[config.mk]
export PLATFORM = sky130hd
export DESIGN_NAME = seq_mult_arbiter
export DESIGN_NICKNAME = d
export VERILOG_FILES = /design/src/rtl/seq_mult_arbiter.sv
export SDC_FILE = /design/constraint.sdc
export NUM_CORES = 1
export LEC_CHECK = 0
export ABC_AREA = 0
export BUFFER_PORTS_ARGS = -buffer_cell sky130_fd_sc_hd__clkbuf_2
export CORE_UTILIZATION = 55
export DETAILED_ROUTE_END_ITERATION = 8
export GPL_TIMING_DRIVEN = 1
export PLACE_DENSITY = 0.8
export SKIP_LAST_GASP = 1
export SLEW_MARGIN = 10
export SYNTH_ARGS = -nofsm -noshare
export SYNTH_HDL_FRONTEND = slang
export SYNTH_SLANG_ARGS = --single-unit
[constraint.sdc]
create_clock -name clk -period 9.7 [get_ports clk]
set_clock_uncertainty 0.1 [all_clocks]
set_input_delay 0.485 -clock clk [delete_from_list [all_inputs] [get_ports clk]]
set_output_delay 0.485 -clock clk [all_outputs]
set_load 0.01 [all_outputs]
[src/rtl/seq_mult_arbiter.sv]
// Round-robin arbiter in front of one shared signed shift-add sequential multiplier.
// Define EARLY_TERM_EN to finish a multiply as soon as the remaining multiplier bits are all zero.
module seq_mult_arbiter #(
  parameter int NUM_REQ = 4,
  parameter int WIDTH   = 32,
  parameter int ID_W    = $clog2(NUM_REQ)
) (
  input  logic                       clk,
  input  logic                       rst,
  input  logic [NUM_REQ-1:0]         req_valid,
  output logic [NUM_REQ-1:0]         req_ready,
  input  logic [NUM_REQ*WIDTH-1:0]   req_a,
  input  logic [NUM_REQ*WIDTH-1:0]   req_b,
  output logic                       resp_valid,
  input  logic                       resp_ready,
  output logic [ID_W-1:0]            resp_id,
  output logic [2*WIDTH-1:0]         resp_product,
  output logic                       busy
);

  localparam int PW    = 2 * WIDTH;
  localparam int CNT_W = $clog2(PW);

  typedef enum logic [1:0] {
    IDLE = 2'd0,
    RUN  = 2'd1,
    DONE = 2'd2
  } state_t;

  state_t            state_q;
  logic [ID_W-1:0]   rr_ptr_q;
  logic [CNT_W-1:0]  count_q;
  logic [PW-1:0]     acc_q;
  logic [PW-1:0]     b_q;
  logic [PW-1:0]     q_q;
  logic              resp_valid_q;
  logic [ID_W-1:0]   resp_id_q;
  logic [PW-1:0]     resp_product_q;
  logic              busy_q;

  // Candidate k is the requester k positions past the round-robin pointer, wrapping at NUM_REQ.
  logic [ID_W-1:0]   cand_idx [NUM_REQ];
  logic [WIDTH-1:0]  a_arr    [NUM_REQ];
  logic [WIDTH-1:0]  b_arr    [NUM_REQ];

  for (genvar gi = 0; gi < NUM_REQ; gi++) begin : g_req
    logic [ID_W:0] sum;
    assign sum          = {1'b0, rr_ptr_q} + (ID_W+1)'(gi);
    assign cand_idx[gi] = (sum >= (ID_W+1)'(NUM_REQ)) ? ID_W'(sum - (ID_W+1)'(NUM_REQ))
                                                       : sum[ID_W-1:0];
    assign a_arr[gi]    = req_a[gi*WIDTH +: WIDTH];
    assign b_arr[gi]    = req_b[gi*WIDTH +: WIDTH];
  end

  logic [ID_W-1:0] grant;
  logic            grant_found;

  // Walk from the farthest candidate back so the nearest valid one wins.
  always_comb begin
    grant       = '0;
    grant_found = 1'b0;
    for (int k = NUM_REQ - 1; k >= 0; k--) begin
      if (req_valid[cand_idx[k]]) begin
        grant       = cand_idx[k];
        grant_found = 1'b1;
      end
    end
  end

  always_comb begin
    req_ready = '0;
    if (state_q == IDLE && grant_found) begin
      req_ready[grant] = 1'b1;
    end
  end

  logic [WIDTH-1:0] a_sel;
  logic [WIDTH-1:0] b_sel;
  assign a_sel = a_arr[grant];
  assign b_sel = b_arr[grant];

  logic [PW-1:0]    acc_d;
  logic [PW-1:0]    b_d;
  logic [PW-1:0]    q_d;
  logic [CNT_W-1:0] count_d;
  logic             run_last;
  logic [ID_W-1:0]  rr_ptr_d;

  assign acc_d   = acc_q + (q_q[0] ? b_q : '0);
  assign b_d     = b_q << 1;
  assign q_d     = $signed(q_q) >>> 1;
  assign count_d = count_q + CNT_W'(1);

`ifdef EARLY_TERM_EN
  // Once the arithmetic shift leaves zero, every remaining partial product is zero.
  assign run_last = (count_q == CNT_W'(PW - 1)) || (q_d == '0);
`else
  assign run_last = (count_q == CNT_W'(PW - 1));
`endif

  assign rr_ptr_d = (resp_id_q == ID_W'(NUM_REQ - 1)) ? '0 : resp_id_q + ID_W'(1);

  always_ff @(posedge clk or posedge rst) begin
    if (rst) begin
      state_q        <= IDLE;
      rr_ptr_q       <= '0;
      count_q        <= '0;
      acc_q          <= '0;
      b_q            <= '0;
      q_q            <= '0;
      resp_valid_q   <= 1'b0;
      resp_id_q      <= '0;
      resp_product_q <= '0;
      busy_q         <= 1'b0;
    end else begin
      case (state_q)
        IDLE: begin
          if (grant_found) begin
            b_q       <= {{WIDTH{a_sel[WIDTH-1]}}, a_sel};
            q_q       <= {{WIDTH{b_sel[WIDTH-1]}}, b_sel};
            acc_q     <= '0;
            count_q   <= '0;
            resp_id_q <= grant;
            busy_q    <= 1'b1;
            state_q   <= RUN;
          end
        end
        RUN: begin
          acc_q   <= acc_d;
          b_q     <= b_d;
          q_q     <= q_d;
          count_q <= count_d;
          if (run_last) begin
            resp_product_q <= acc_d;
            resp_valid_q   <= 1'b1;
            state_q        <= DONE;
          end
        end
        DONE: begin
          if (resp_ready) begin
            resp_valid_q <= 1'b0;
            rr_ptr_q     <= rr_ptr_d;
            busy_q       <= 1'b0;
            state_q      <= IDLE;
          end
        end
        default: state_q <= IDLE;
      endcase
    end
  end

  assign resp_valid   = resp_valid_q;
  assign resp_id      = resp_id_q;
  assign resp_product = resp_product_q;
  assign busy         = busy_q;

endmodule

==> flow_summary_export.csv <==
group,metric,value,unit
run_status,outcome,"complete, but fails checks",
run_status,violations,"hold timing",
floorplanning,core,29800,µm²
timing,setup_viol,0,
synthesis,syn_area,16800,µm²
power,switching_power,0.00252,W
floorplanning,io_pins,335,
timing,fin_crit_sh,40.5,%
clock_tree,cts_setup_buffers,0,
floorplanning,die_h,177,µm
floorplanning,row_count,63,
timing,rsz0062_at_grt,"false",
critical_path,crit_start,"q_q[0]",
timing,slew_headroom,23.3,%
clock_tree,cts_resized,0,
clock_tree,cts_sinks,270,
synthesis,synth_nets,2149,
power,p_sw_share,42.8,%
timing,tightestPinTransition,1.15,ns
clock_tree,cts_tree,"yes",
timing,slew_violations,0,
timing,fin_crit,3.93,ns
routing,drt-initial-drc-count,1100,
clock_tree,clock_latency,0.56,ns
synthesis,yosys_most_used_dff,"dfrtp_1",
synthesis,synth_edf_count,0,
grt,grt_overflow,0,
synthesis,synthTopCellsByCount,"dfrtp_1, o21ai_0, nand2_1",
synthesis,yosysTopAreaCell,"dfrtp_1",
floorplanning,initial_core_util,56.3,%
routing,dr.pass1.iters,8,
routing,ant_nets,0,
clock_tree,ctsHoldBuffers,0,
grt,grt_pass1_wl,76.4,mm
clock_tree,root_buffer,"clkbuf_16",
synthesis,netlist.area_leader.share,40.3,%
power,power.internal,0.00337,W
grt,grt_use_total,30.7,%
timing,max_freq,255,MHz
synthesis,yosysSeqAreaShare,40.3,%
synthesis,async_flop_share,100,%
placed_design,dp_hpwl,34.2,mm
cells_and_area,areaGrowthSynthToFinish,16.2,%
grt,antenna_found_initial,5,
critical_path,crit_fanout,60,
timing,setup_tns,0,ns
clock_tree,cts_buffer_depth,3,
synthesis,yosysMostFrequentCell,"dfrtp_1",
cells_and_area,layout-drive-gt1-share,24.8,%
power,seqPwrFrac,30.8,%
job,max-cap-violations,0,
grt,grt_max_degree,134,
critical_path,regToRegStartpoint,"q_q[0]",
power,power_frac_comb,50.6,%
min_path,hp-class,"in -> async",
synthesis,ys_seq_elements,270,
cells_and_area,final_nets,2384,
timing,timing.hold.ws,-0.0637,ns
routing,vias,15000,
timing,hold_viol,17,
floorplanning,die_w,177,µm
synthesis,syn_area_per_cell,9.22,µm²
power,pwr-share-clk,18.6,%
grt,grt_pass1_vias,14300,
floorplanning,die_area,31200,µm²
critical_path,crit_arrival,4.20,ns
placed_design,placed_cells,2415,
critical_path,endpoint_kind,"flop",
placed_design,gp_congestion,0.955,
synthesis,ys.warnings.count,0,
power,power_density,302,nW/µm²
clock_tree,htree_levels,1,
synthesis,syn_inst,1820,
placed_design,port_buffers,334,
cells_and_area,fill_cells,2489,
clock_tree,numCtsBuffers,28,
critical_path,path_class,"reg -> reg",
critical_path,cp-start-kind,"flop",
routing,drcViolationCount,0,
clock_tree,cts.clk_slew.worst_paths,0.06,ns
synthesis,synth_cell_types,84,
synthesis,synth_area_leaders,"dfrtp_1, o21ai_0, ha_1",
routing,wl_per_cell,19.4,µm
power,ir_worst_vdd,184,µV
routing,routed_wl,48.0,mm
power,leakagePower,9.26,nW
cells_and_area,final_cells,2472,
critical_path,cp_data_required_time,9.97,ns
routing,routed_via_density,6.05,
area by class of cell:
type | count | area, µm² | area share [%]
multi-input combinational | 1386 | 9420 | 48.3
sequential | 270 | 6760 | 34.7
timing repair buffer | 349 | 1800 | 9.22
clock buffer | 37 | 786 | 4.03
tap | 390 | 488 | 2.50
clock inverter | 15 | 153 | 0.783
inverter | 20 | 82.6 | 0.424
antenna | 5 | 12.5 | 0.0642
layout by cell type, fill, tap and decap left out, types with 29 or more instances in the layout:
master and instances:
nand2_1 158, mux2i_1 71, nor2_1 123, o21ai_0 200, nand3_1 71, a22oi_1 65, a221o_1 70, xnor2_1 33
ha_1 65, dfrtp_1 270, mux2_2 71, clkbuf_16 29, clkbuf_2 334, a21oi_1 147, and2_1 71
metal layers:
metal,global-route usage [%],vias to the layer above,share of wire (%)
met3,4.57,91,5.3
met4,10.6,2,3.3
met2,49.7,497,47
met1,41.9,7205,44
met5,0,-,0.027
li1,-,7159,-
flip-flops by register name (all words and copies together), names as in the netlist:
signal / flops
b_q: 64
resp_valid: 1
state_q: 2
q_q: 64
count_q: 6
busy: 1
resp_id: 2
acc_q: 64
rr_ptr_q: 2
resp_product: 64
cells by family after synthesis:
kind of cell	count (synthesis)	synth area share, %
AOI/OAI and AO/OA	609	24.1
and+or+nand+nor	511	14.5
DFF	270	40.3
buffers and inverters	164	3.95
muxes	143	9.09
adders and majority gates	66	4.97
xor gates and xnor gates	57	3.06
power groups by stage:
stage	combinational, W	sequential (W)	clock [W]
floorplan	0.00227	0.00173	0
global placement	0.00287	0.00181	0
detailed placement	0.00293	0.00182	0
CTS	0.00295	0.00181	0.00111
global route	0.00330	0.00186	0.00116
finish	0.00298	0.00182	0.00110
critical path, stage by stage, from the launching register on:
cell and delay (ns):
dfrtp_1 0.41, buf_4 0.47, and2_1 0.21, ha_1 0.32, a21oi_1 0.22, o21ai_0 0.32
a31oi_1 0.33, o22ai_1 0.13, a211oi_1 0.41, o21ai_4 0.14, a41oi_1 0.26, xor2_1 0.26
o21ai_0 0.14
metrics by stage:
| step | area (µm²) | power [W] | hold slack, ns | setup slack, ns | utilization, % |
|---|---|---|---|---|---|
| final | 19500 | 0.00589 | -0.0637 | 5.77 | 65.4 |
| after global routing | 19500 | 0.00631 | 0.0298 | 5.54 | 65.4 |
| after CTS | 19500 | 0.00587 | 0.0278 | 5.84 | 65.4 |
| after detailed placement | 18500 | 0.00475 | 0.362 | 5.87 | 62.2 |
| after global placement | 18500 | 0.00468 | 0.358 | 5.94 | 62.2 |
| after floorplan | 16800 | 0.00400 | 0.347 | 1.68 | - |
worst paths after layout:
path / end / slack, ns / depth (start not counted)
max reg2reg: acc_q[62] / 5.77 / 12
max in group asynchronous: q_q[0] / 7.24 / 4
min reg2reg: resp_product[14] / 0.38 / 2
max: acc_q[62] / 5.77 / 12
min: b_q[24] / -0.06 / 2
min in group clk: state_q[1] / 0.08 / 2
No activity file was read; power rests on OpenSTA's default activity.
